==> src/rtl/mmio_bus_responder.sv <==
// Data-port responder: decodes CPU accesses to DM, two countdown timers and the
// external-interrupt acknowledge word, and builds the HWInt vector for CP0.

module mmio_bus_responder_timer (
  input  logic        clk,
  input  logic        rst_n,
  input  logic        i_wr_ctrl,
  input  logic        i_wr_preset,
  input  logic [31:0] i_wdata,
  output logic [3:0]  o_ctrl,
  output logic [31:0] o_preset,
  output logic [31:0] o_count,
  output logic        o_irq,
  output logic [1:0]  o_state
);
  typedef enum logic [1:0] {IDLE = 2'd0, LOAD = 2'd1, CNT = 2'd2, INT = 2'd3} state_t;

  state_t      r_state;
  logic [3:0]  r_ctrl;
  logic [31:0] r_preset;
  logic [31:0] r_count;
  logic        r_irq;
  logic        w_auto;

  // Only MODE 01 reloads; every other encoding behaves as one-shot.
  assign w_auto = (r_ctrl[2:1] == 2'b01);

  always_ff @(posedge clk or negedge rst_n) begin
    if (!rst_n) begin
      r_state  <= IDLE;
      r_ctrl   <= 4'd0;
      r_preset <= 32'd0;
      r_count  <= 32'd0;
      r_irq    <= 1'b0;
    end else if (i_wr_ctrl || i_wr_preset) begin
      // A CPU write pre-empts whatever the counter was about to do.
      if (i_wr_ctrl)   r_ctrl   <= i_wdata[3:0];
      if (i_wr_preset) r_preset <= i_wdata;
      r_state <= IDLE;
      r_irq   <= 1'b0;
    end else begin
      case (r_state)
        IDLE: begin
          if (w_auto) r_irq <= 1'b0;
          if (r_ctrl[0]) r_state <= LOAD;
        end
        LOAD: begin
          r_count <= r_preset;
          r_state <= CNT;
        end
        CNT: begin
          if (!r_ctrl[0]) begin
            r_state <= IDLE;
          end else if (r_count > 32'd1) begin
            r_count <= r_count - 32'd1;
          end else begin
            // Presets of 0 and 1 both land here; the count never wraps.
            r_count <= 32'd0;
            r_state <= INT;
          end
        end
        INT: begin
          r_irq   <= 1'b1;
          r_state <= IDLE;
          if (!w_auto) r_ctrl[0] <= 1'b0;
        end
        default: r_state <= IDLE;
      endcase
    end
  end

  assign o_ctrl   = r_ctrl;
  assign o_preset = r_preset;
  assign o_count  = r_count;
  assign o_irq    = r_irq;
  assign o_state  = r_state;
endmodule

module mmio_bus_responder #(
  parameter logic [31:0] TC0_BASE     = 32'h0000_7f00,
  parameter logic [31:0] TC1_BASE     = 32'h0000_7f10,
  parameter logic [31:0] INT_ACK_ADDR = 32'h0000_7f20,
  parameter logic [31:0] DM_LIMIT     = 32'h0000_2fff
) (
  input  logic        clk,
  input  logic        reset,
  input  logic [31:0] cpu_addr,
  input  logic [31:0] cpu_wdata,
  input  logic [3:0]  cpu_byteen,
  output logic [31:0] cpu_rdata,
  output logic [31:0] dm_addr,
  output logic [31:0] dm_wdata,
  output logic [3:0]  dm_byteen,
  input  logic [31:0] dm_rdata,
  input  logic        ext_irq,
  output logic [5:0]  HWInt,
  output logic [1:0]  o_tc0_state,
  output logic [1:0]  o_tc1_state
);
  logic w_dm_hit, w_tc0_hit, w_tc1_hit, w_ack_hit, w_full_wr;
  logic w_tc0_wr_ctrl, w_tc0_wr_preset, w_tc1_wr_ctrl, w_tc1_wr_preset;
  logic w_ack_wr, w_ext_rise;
  logic [3:0]  w_tc0_ctrl, w_tc1_ctrl;
  logic [31:0] w_tc0_preset, w_tc1_preset, w_tc0_count, w_tc1_count;
  logic        w_tc0_irq, w_tc1_irq;
  logic        r_ext_irq_q, r_ext_pending;

  assign w_dm_hit  = (cpu_addr <= DM_LIMIT);
  assign w_tc0_hit = (cpu_addr >= TC0_BASE) && (cpu_addr <= TC0_BASE + 32'd11);
  assign w_tc1_hit = (cpu_addr >= TC1_BASE) && (cpu_addr <= TC1_BASE + 32'd11);
  assign w_ack_hit = (cpu_addr >= INT_ACK_ADDR) && (cpu_addr <= INT_ACK_ADDR + 32'd3);
  // Register space only honours full-word stores; partial stores are dropped.
  assign w_full_wr = (cpu_byteen == 4'b1111);

  assign w_tc0_wr_ctrl   = w_tc0_hit && w_full_wr && (cpu_addr[3:2] == 2'd0);
  assign w_tc0_wr_preset = w_tc0_hit && w_full_wr && (cpu_addr[3:2] == 2'd1);
  assign w_tc1_wr_ctrl   = w_tc1_hit && w_full_wr && (cpu_addr[3:2] == 2'd0);
  assign w_tc1_wr_preset = w_tc1_hit && w_full_wr && (cpu_addr[3:2] == 2'd1);
  assign w_ack_wr        = w_ack_hit && w_full_wr;

  mmio_bus_responder_timer u_tc0 (
    .clk         (clk),
    .rst_n       (reset),
    .i_wr_ctrl   (w_tc0_wr_ctrl),
    .i_wr_preset (w_tc0_wr_preset),
    .i_wdata     (cpu_wdata),
    .o_ctrl      (w_tc0_ctrl),
    .o_preset    (w_tc0_preset),
    .o_count     (w_tc0_count),
    .o_irq       (w_tc0_irq),
    .o_state     (o_tc0_state)
  );

  mmio_bus_responder_timer u_tc1 (
    .clk         (clk),
    .rst_n       (reset),
    .i_wr_ctrl   (w_tc1_wr_ctrl),
    .i_wr_preset (w_tc1_wr_preset),
    .i_wdata     (cpu_wdata),
    .o_ctrl      (w_tc1_ctrl),
    .o_preset    (w_tc1_preset),
    .o_count     (w_tc1_count),
    .o_irq       (w_tc1_irq),
    .o_state     (o_tc1_state)
  );

  assign w_ext_rise = ext_irq && !r_ext_irq_q;

  always_ff @(posedge clk or negedge reset) begin
    if (!reset) begin
      r_ext_irq_q   <= 1'b0;
      r_ext_pending <= 1'b0;
    end else begin
      r_ext_irq_q <= ext_irq;
      // A fresh edge beats an acknowledge landing in the same cycle.
      if (w_ext_rise)    r_ext_pending <= 1'b1;
      else if (w_ack_wr) r_ext_pending <= 1'b0;
    end
  end

  always_comb begin
    cpu_rdata = 32'd0;
    if (w_dm_hit) begin
      cpu_rdata = dm_rdata;
    end else if (w_tc0_hit) begin
      case (cpu_addr[3:2])
        2'd0:    cpu_rdata = {28'd0, w_tc0_ctrl};
        2'd1:    cpu_rdata = w_tc0_preset;
        2'd2:    cpu_rdata = w_tc0_count;
        default: cpu_rdata = 32'd0;
      endcase
    end else if (w_tc1_hit) begin
      case (cpu_addr[3:2])
        2'd0:    cpu_rdata = {28'd0, w_tc1_ctrl};
        2'd1:    cpu_rdata = w_tc1_preset;
        2'd2:    cpu_rdata = w_tc1_count;
        default: cpu_rdata = 32'd0;
      endcase
    end else if (w_ack_hit) begin
      cpu_rdata = {31'd0, r_ext_pending};
    end
  end

  assign dm_addr   = cpu_addr;
  assign dm_wdata  = cpu_wdata;
  assign dm_byteen = (w_dm_hit && reset) ? cpu_byteen : 4'd0;
  assign HWInt     = {3'b000, r_ext_pending, w_tc1_irq & w_tc1_ctrl[3], w_tc0_irq & w_tc0_ctrl[3]};
endmodule

==> config.mk <==
export PLATFORM = sky130hd
export DESIGN_NAME = mmio_bus_responder
export DESIGN_NICKNAME = d
export VERILOG_FILES = /design/src/rtl/mmio_bus_responder.sv
export SDC_FILE = /design/constraint.sdc
export NUM_CORES = 1
export LEC_CHECK = 0
export ABC_AREA = 1
export CAP_MARGIN = 20
export CORE_MARGIN = 5
export CORE_UTILIZATION = 30
export CTS_CLUSTER_DIAMETER = 30
export DETAILED_ROUTE_END_ITERATION = 16
export MAX_ROUTING_LAYER = met4
export PLACE_DENSITY = 0.52
export SLEW_MARGIN = 5
export SYNTH_ARGS = -nofsm -noshare
export SYNTH_HDL_FRONTEND = slang
export SYNTH_SLANG_ARGS = --single-unit
export TNS_END_PERCENT = 30
==> constraint.sdc <==
create_clock -name clk -period 2.9 [get_ports clk]
set_clock_uncertainty 0.2 [all_clocks]
set_input_delay 0.58 -clock clk [delete_from_list [all_inputs] [get_ports clk]]
set_output_delay 0.58 -clock clk [all_outputs]
set_load 0.03 [all_outputs]
==> run summary, run 1 <==
initial drt markers: 838
stages on the worst setup path: 13
total die area: 39400 um2
depth of the CTS H-tree: 4
GR Overflow Total: 0
# clock sinks: 144
routability cong.: 0.935
R2R Setup Slk: 0.41 ns
r2r endpoint: u_tc0.o_count[21]
commonest non-fill, non-tap cells in the layout: nand2_1, inv_1, nor2_1
largest net degree at the start of global routing: 145
Top delay family on crit path: simple AND/OR/NAND/NOR gates
final hold vios: 0
Critical Path Sink Type: primary output
Slowest-stage cell, CP: nor2_4
Yosys cell types: 36
ys async rst share: 100%
crit path cell chain: clkbuf_2 > nand4_1 > nor2_4 > buf_6 > buf_4 > buf_4 > nand3b_1 > nor2_2 > nand3_1 > nand2_1 > nand3_2 > nand2_1 > buf_6
Setup Viol. Count Final: 0
Slew @ Worst Pin: 0.918 ns
final net count: 2022
Core Area: 35300 um2
Yosys warning count: 0
Leak: 7.61 nW
antenna violations before repair: 0
Max Slew Vio Count: 0
worst path buffer plus inverter count: 5
CP endpoint: cpu_rdata[0]
Initial Util: 30.2%
Max FO, Critical Path: 3
hpwl dp: 33500 um
CTS Root Cell: clkbuf_16
Num CTS Buffers: 17
final period utilization: 97.9%
CTS tree: yes
Worst slew margin: 38.8%
clock tree buffer depth: 2
outcome: finished, final reports clean
Vias: 11500
worst setup path start: cpu_addr[8]
commonest non-fill, non-tap cell in the layout: nand2_1
syn avg cell area: 6.47 um2
sequential cell area fraction in the yosys report: 33.8%
Worst-path clk slew: 0.07 ns
CP Class: in -> out
antenna fix cells: 0
DP Cell Count: 2325
hold_buf cts: 0
cell count of the worst reg-to-reg path: 10
vias in the first global route: 11300
Peak VDD IR: 0.349 mV
CP max stage delay: 0.20 ns
Critical Path Start Type: input pin
GRT Resource Usage Total: 22.6%
worst skew pair latency: 0.43 ns
Period minus WS final: 2.84 ns
die width: 198 um
layout cell share with drive strength beyond 1: 18.0%
final instance area: 14900 um2
Routed WL: 43700 um
# IOs: 213
Top FF cell, synth: dfrtp_1
row cnt: 69
fillers: 3650
Setup TNS: 0 ns
PD cells: 326 nW/um2
# DRC: 0
Cell Area, Synth: 10700 um2
Via-to-Cell Ratio: 4.81
placed cell area: 13700 um2
max_cap viols: 0
FF-to-FF Start: u_tc0.o_count[0]
Worst EP arrival: 2.06 ns
Routed WL per cell: 18.3 um
global-route wire length before repair: 67100 um
Area Growth Syn to Fin: 40.0%
Max Freq: 352 MHz
CP required: 2.12 ns
Worst Hold Class: in -> async
drt first pass iters: 5
port buffer count: 209
Yosys reg bits: 144
Die Y: 198 um
non-filler cells, final: 2381
Routed Antenna Nets: 0
Post-synth EDFFs: 0
Mapped Cells: 1647
==> how the worst min path moves through the flow <==
stage / to / depth (start not counted) / start
global route: u_tc1.o_irq / 2 / reset
global placement: r_ext_pending / 1 / r_ext_irq_q
finish: u_tc1.o_irq / 2 / reset
detailed placement: r_ext_pending / 1 / r_ext_irq_q
floorplan: r_ext_irq_q / 0 / reset
CTS: u_tc1.o_irq / 2 / reset
==> area by class of cell <==
class / instances / area [um2] / area share [%]
clock buffer: 19 / 433 / 2.90
clock inverter: 13 / 116 / 0.780
inverter: 211 / 805 / 5.39
multi-input combinational: 1156 / 5760 / 38.6
sequential: 144 / 3600 / 24.2
tap: 461 / 577 / 3.87
timing repair buffer: 377 / 3620 / 24.3
==> Yosys cell counts (2+ instances only) <==
| master | number | share of area (%) |
|---|---|---|
| nand3_1 | 98 | 4.6 |
| nor2_2 | 2 | 0.12 |
| nand4_1 | 19 | 1.1 |
| nor2_4 | 3 | 0.32 |
| buf_4 | 70 | 4.9 |
| nand4_4 | 2 | 0.40 |
| inv_2 | 7 | 0.25 |
| o211ai_1 | 3 | 0.21 |
| nor3_1 | 8 | 0.38 |
| o22ai_1 | 23 | 1.4 |
| o221ai_1 | 32 | 2.6 |
| dfrtp_1 | 144 | 34 |
| nand2_2 | 4 | 0.23 |
| buf_6 | 4 | 0.42 |
| buf_2 | 30 | 1.4 |
| nor2_1 | 166 | 5.9 |
| xor2_1 | 30 | 2.5 |
| o21ai_0 | 108 | 5.1 |
| a21oi_1 | 10 | 0.47 |
| clkbuf_1 | 33 | 1.2 |
| inv_1 | 203 | 7.2 |
| o21ai_1 | 8 | 0.38 |
| o2111ai_1 | 28 | 2.3 |
| nand2_1 | 589 | 21 |
| ha_1 | 12 | 1.4 |
==> report_power, final <==
group	switching, mW	internal, mW	total (mW)
Combinational	0.414	0.303	0.716
Sequential	0.00191	2.01	2.01
Clock	0.948	1.18	2.13
==> cell families after synthesis <==
group                    share of synthesized area, %
adder cells (fa/ha/maj)                          1.41
buffers and inverters                            15.4
other                                          0.0352
XOR/XNOR                                         2.55
AO/OA/AOI/OAI                                    12.7
AND/OR/NAND/NOR                                  34.0
flip-flops                                       33.8
==> flip-flops by register name, summed over array words and instances, names as in the netlist, 2 cells and up <==
signal / count
u_tc0.o_ctrl: 4
u_tc1.o_count: 32
u_tc0.o_count: 32
u_tc0.o_preset: 32
u_tc1.o_ctrl: 4
u_tc1.o_state: 2
u_tc0.o_state: 2
u_tc1.o_preset: 32
==> per-stage QoR <==
stage | util (%) | power (mW) | setup slack, ns | hold WS (ns)
after floorplan | - | 2.34 | 0.248 | 0.0844
after global placement | 38.8 | 2.75 | -0.537 | 0.208
after detailed placement | 38.8 | 2.75 | -0.525 | 0.219
after CTS | 42.0 | 4.89 | -0.0157 | 0.159
after global routing | 42.2 | 5.02 | -0.0244 | 0.161
final | 42.2 | 4.86 | 0.0597 | 0.0365
==> layer usage <==
metal	track usage (%)	vias up	share of wire (%)
met4	6.00	0	2.5
met2	35.5	285	47
li1	-	5705	-
met5	-	-	0
met1	30.4	5404	46
met3	3.83	59	4.7
==> what timing repair did <==
action / CTS / global route
pin swaps: 24 / 31
gates resized for setup: 132 / 87
setup buffers: 19 / 1
endpoints found under the setup margin: 36 / 67
cloned: 4 / 2
(Power assumes the default switching activity.)
==> run 2, diff against run 1 <==
--- a/config.mk
+++ b/config.mk
@@ -8,11 +8,11 @@
 export ABC_AREA = 1
 export CAP_MARGIN = 20
 export CORE_MARGIN = 5
-export CORE_UTILIZATION = 30
+export CORE_UTILIZATION = 45
 export CTS_CLUSTER_DIAMETER = 30
 export DETAILED_ROUTE_END_ITERATION = 16
 export MAX_ROUTING_LAYER = met4
-export PLACE_DENSITY = 0.52
+export PLACE_DENSITY = 0.75
 export SLEW_MARGIN = 5
 export SYNTH_ARGS = -nofsm -noshare
 export SYNTH_HDL_FRONTEND = slang
==> constraint.sdc (replaced) <==
create_clock -name clk -period 2.5 [get_ports clk]
set_clock_uncertainty 0.2 [all_clocks]
set_input_delay 0.5 -clock clk [delete_from_list [all_inputs] [get_ports clk]]
set_output_delay 0.5 -clock clk [all_outputs]
set_load 0.03 [all_outputs]
==> run 2 against run 1 <==
- clock power is 37% higher
- critical path depth unchanged
- critical endpoint is now cpu_rdata[28]
- register-to-register slack worse by 0.19 ns
- setup slack worse by 0.39 ns
- hold slack got worse by 0.065 ns
- combinational power is 18% higher
- the run now ends with hold timing, setup timing left
- sequential cell count stayed put
==> run summary, run 2 (synthesis results as in run 1) <==
outcome: complete, but fails checks
failing checks: hold timing, setup timing
die width: 164 um (-17%)
GR Overflow Total: 0 (unchanged)
row cnt: 56 (-19%)
Max Slew Vio Count: 0 (unchanged)
Critical Path Start Type: input pin
Min Hold Slack: -0.0283 ns (-0.0648 ns)
Routed WL: 43400 um (-0.54%)
final instance area: 15200 um2 (+2.0%)
Routed WL per cell: 19.5 um (+6.1%)
port buffer count: 209 (unchanged)
layout cell share with drive strength beyond 1: 20.2% (+2.3 points)
commonest non-fill, non-tap cell in the layout: nand2_1
antenna fix cells: 0 (unchanged)
Die Y: 164 um (-17%)
placed cell area: 13500 um2 (-1.2%)
final period utilization: 113%
Critical Path Sink Type: primary output
routability cong.: 0.964 (+3.1%)
crit path cell chain: buf_8 > nor2_4 > nand2_2 > buf_6 > nor2_4 > nand3_4 > nor2_4 > buf_8 > buf_6 > buf_12 > o2111ai_4 > nand2_2 > buf_6
Setup Viol. Count Final: 36 (+36)
switching share of power: 26.4% (-1.6 points)
Worst slew margin: 42.6% (+3.8 points)
CP max stage delay: 0.16 ns (-0.04 ns)
largest net degree at the start of global routing: 145 (unchanged)
Max FO, Critical Path: 5 (+2)
Via-to-Cell Ratio: 5.46 (+14%)
initial drt markers: 1316 (+57%)
clock share of power: 47.9% (+4.1 points)
vias in the first global route: 11500 (+2.0%)
hold_buf cts: 0 (unchanged)
Worst-path clk slew: 0.06 ns (about the same)
total die area: 26800 um2 (-32%)
Initial Util: 45.5% (+15 points)
share of power burned in registers: 38.3% (-3.1 points)
Max Freq: 354 MHz
global-route wire length before repair: 65900 um (-1.7%)
Post-Route Utilization: 65.0% (+23 points)
internal power: 4.49 mW (+28%)
# clock sinks: 144 (unchanged)
CP Class: in -> out
Area Growth Syn to Fin: 42.8%
hpwl dp: 31400 um (-6.3%)
final hold vios: 3 (+3)
Core Area: 23400 um2 (-34%)
worst skew pair latency: 0.43 ns (about the same)
Num CTS Buffers: 17 (unchanged)
commonest non-fill, non-tap cells in the layout: nand2_1, inv_1, nor2_1
drt first pass iters: 6 (+1)
Worst Hold Class: in -> async
# IOs: 213 (unchanged)
worst path buffer plus inverter count: 6 (+1)
worst setup margin: -0.326 ns (-0.386 ns)
Period minus WS final: 2.83 ns
GRT Resource Usage Total: 32.5% (+9.9 points)
CTS tree: yes
clock tree buffer depth: 2 (unchanged)
PD cells: 401 nW/um2 (+23%)
Routed Antenna Nets: 0 (unchanged)
Leak: 7.74 nW (+1.7%)
Slowest-stage cell, CP: nor2_4
CTS Root Cell: clkbuf_16
depth of the CTS H-tree: 4 (unchanged)
Peak VDD IR: 0.432 mV (+24%)
Top delay family on crit path: buffers and inverters
final net count: 2015 (-0.35%)
Sw Pwr: 1.61 mW (+18%)
unrepaired setup endpoints after global routing: yes
Vias: 12200 (+6.5%)
CP required: 1.80 ns (-0.32 ns)
Combinational Power Share: 13.8% (-0.9 points)
max_cap viols: 0 (unchanged)
Worst EP arrival: 2.13 ns (+0.07 ns)
antenna violations before repair: 0 (unchanged)
Slew @ Worst Pin: 0.861 ns (-0.0572 ns)
# DRC: 0 (unchanged)
run 2: area by class of cell:
class	count	area (um2)
clock buffer	18	429
clock inverter	14	226
fill	1989	8190
inverter	211	805
multi-input combinational	1156	5960
sequential	144	3600
tap	319	399
timing repair buffer	370	3790
run 2: power groups by stage:
stage / Combinational [mW] / Clock (mW) / Sequential (mW)
global route: 0.883 / 3.03 / 2.33
detailed placement: 0.790 / 0 / 2.38
CTS: 0.814 / 2.93 / 2.33
floorplan: 0.342 / 0 / 2.38
finish: 0.843 / 2.92 / 2.33
global placement: 0.788 / 0 / 2.38
run 2: path summary, 6_finish.rpt:
path                                   from           endpoint  slack [ns]  cells after the start
max                            cpu_addr[24]      cpu_rdata[28]       -0.33                     13
min                                   reset   u_tc1.o_state[0]       -0.03                      2
max reg2reg                u_tc1.o_count[0]  u_tc1.o_count[13]        0.22                     12
min reg2reg                     r_ext_irq_q      r_ext_pending        0.25                      1
max in group asynchronous             reset   u_tc0.o_count[9]        1.45                      2
min in group clk                r_ext_irq_q      r_ext_pending        0.25                      1
run 2: layer usage:
layer | vias up | GRT usage (%) | wire length (um) | share of wire (%)
met5 | - | - | 0 | 0
met4 | 0 | 9.23 | 1390 | 3.2
met3 | 127 | 5.42 | 3920 | 9.0
met2 | 690 | 50.1 | 20300 | 47
met1 | 5695 | 44.4 | 17800 | 41
li1 | 5684 | - | - | -
run 2: through the flow:
stage | instances | setup WS (ns) | power, mW | TNS (ns)
finish | 2232 | -0.326 | 6.10 | -7.51
global route | 2232 | -0.379 | 6.25 | -9.16
CTS | 2227 | -0.175 | 6.08 | -5.23
detailed placement | 2169 | -0.683 | 3.17 | -54.06
global placement | 2169 | -0.656 | 3.17 | -50.26
floorplan | 1649 | 0.00849 | 2.72 | 0
run 2: what timing repair did:
action,CTS,global route
gates cloned,7,0
pin swaps,58,40
hold endpoints to repair,0,0
setup buffers,20,5
endpoints found under the setup margin,37,41
gates resized for setup,246,49
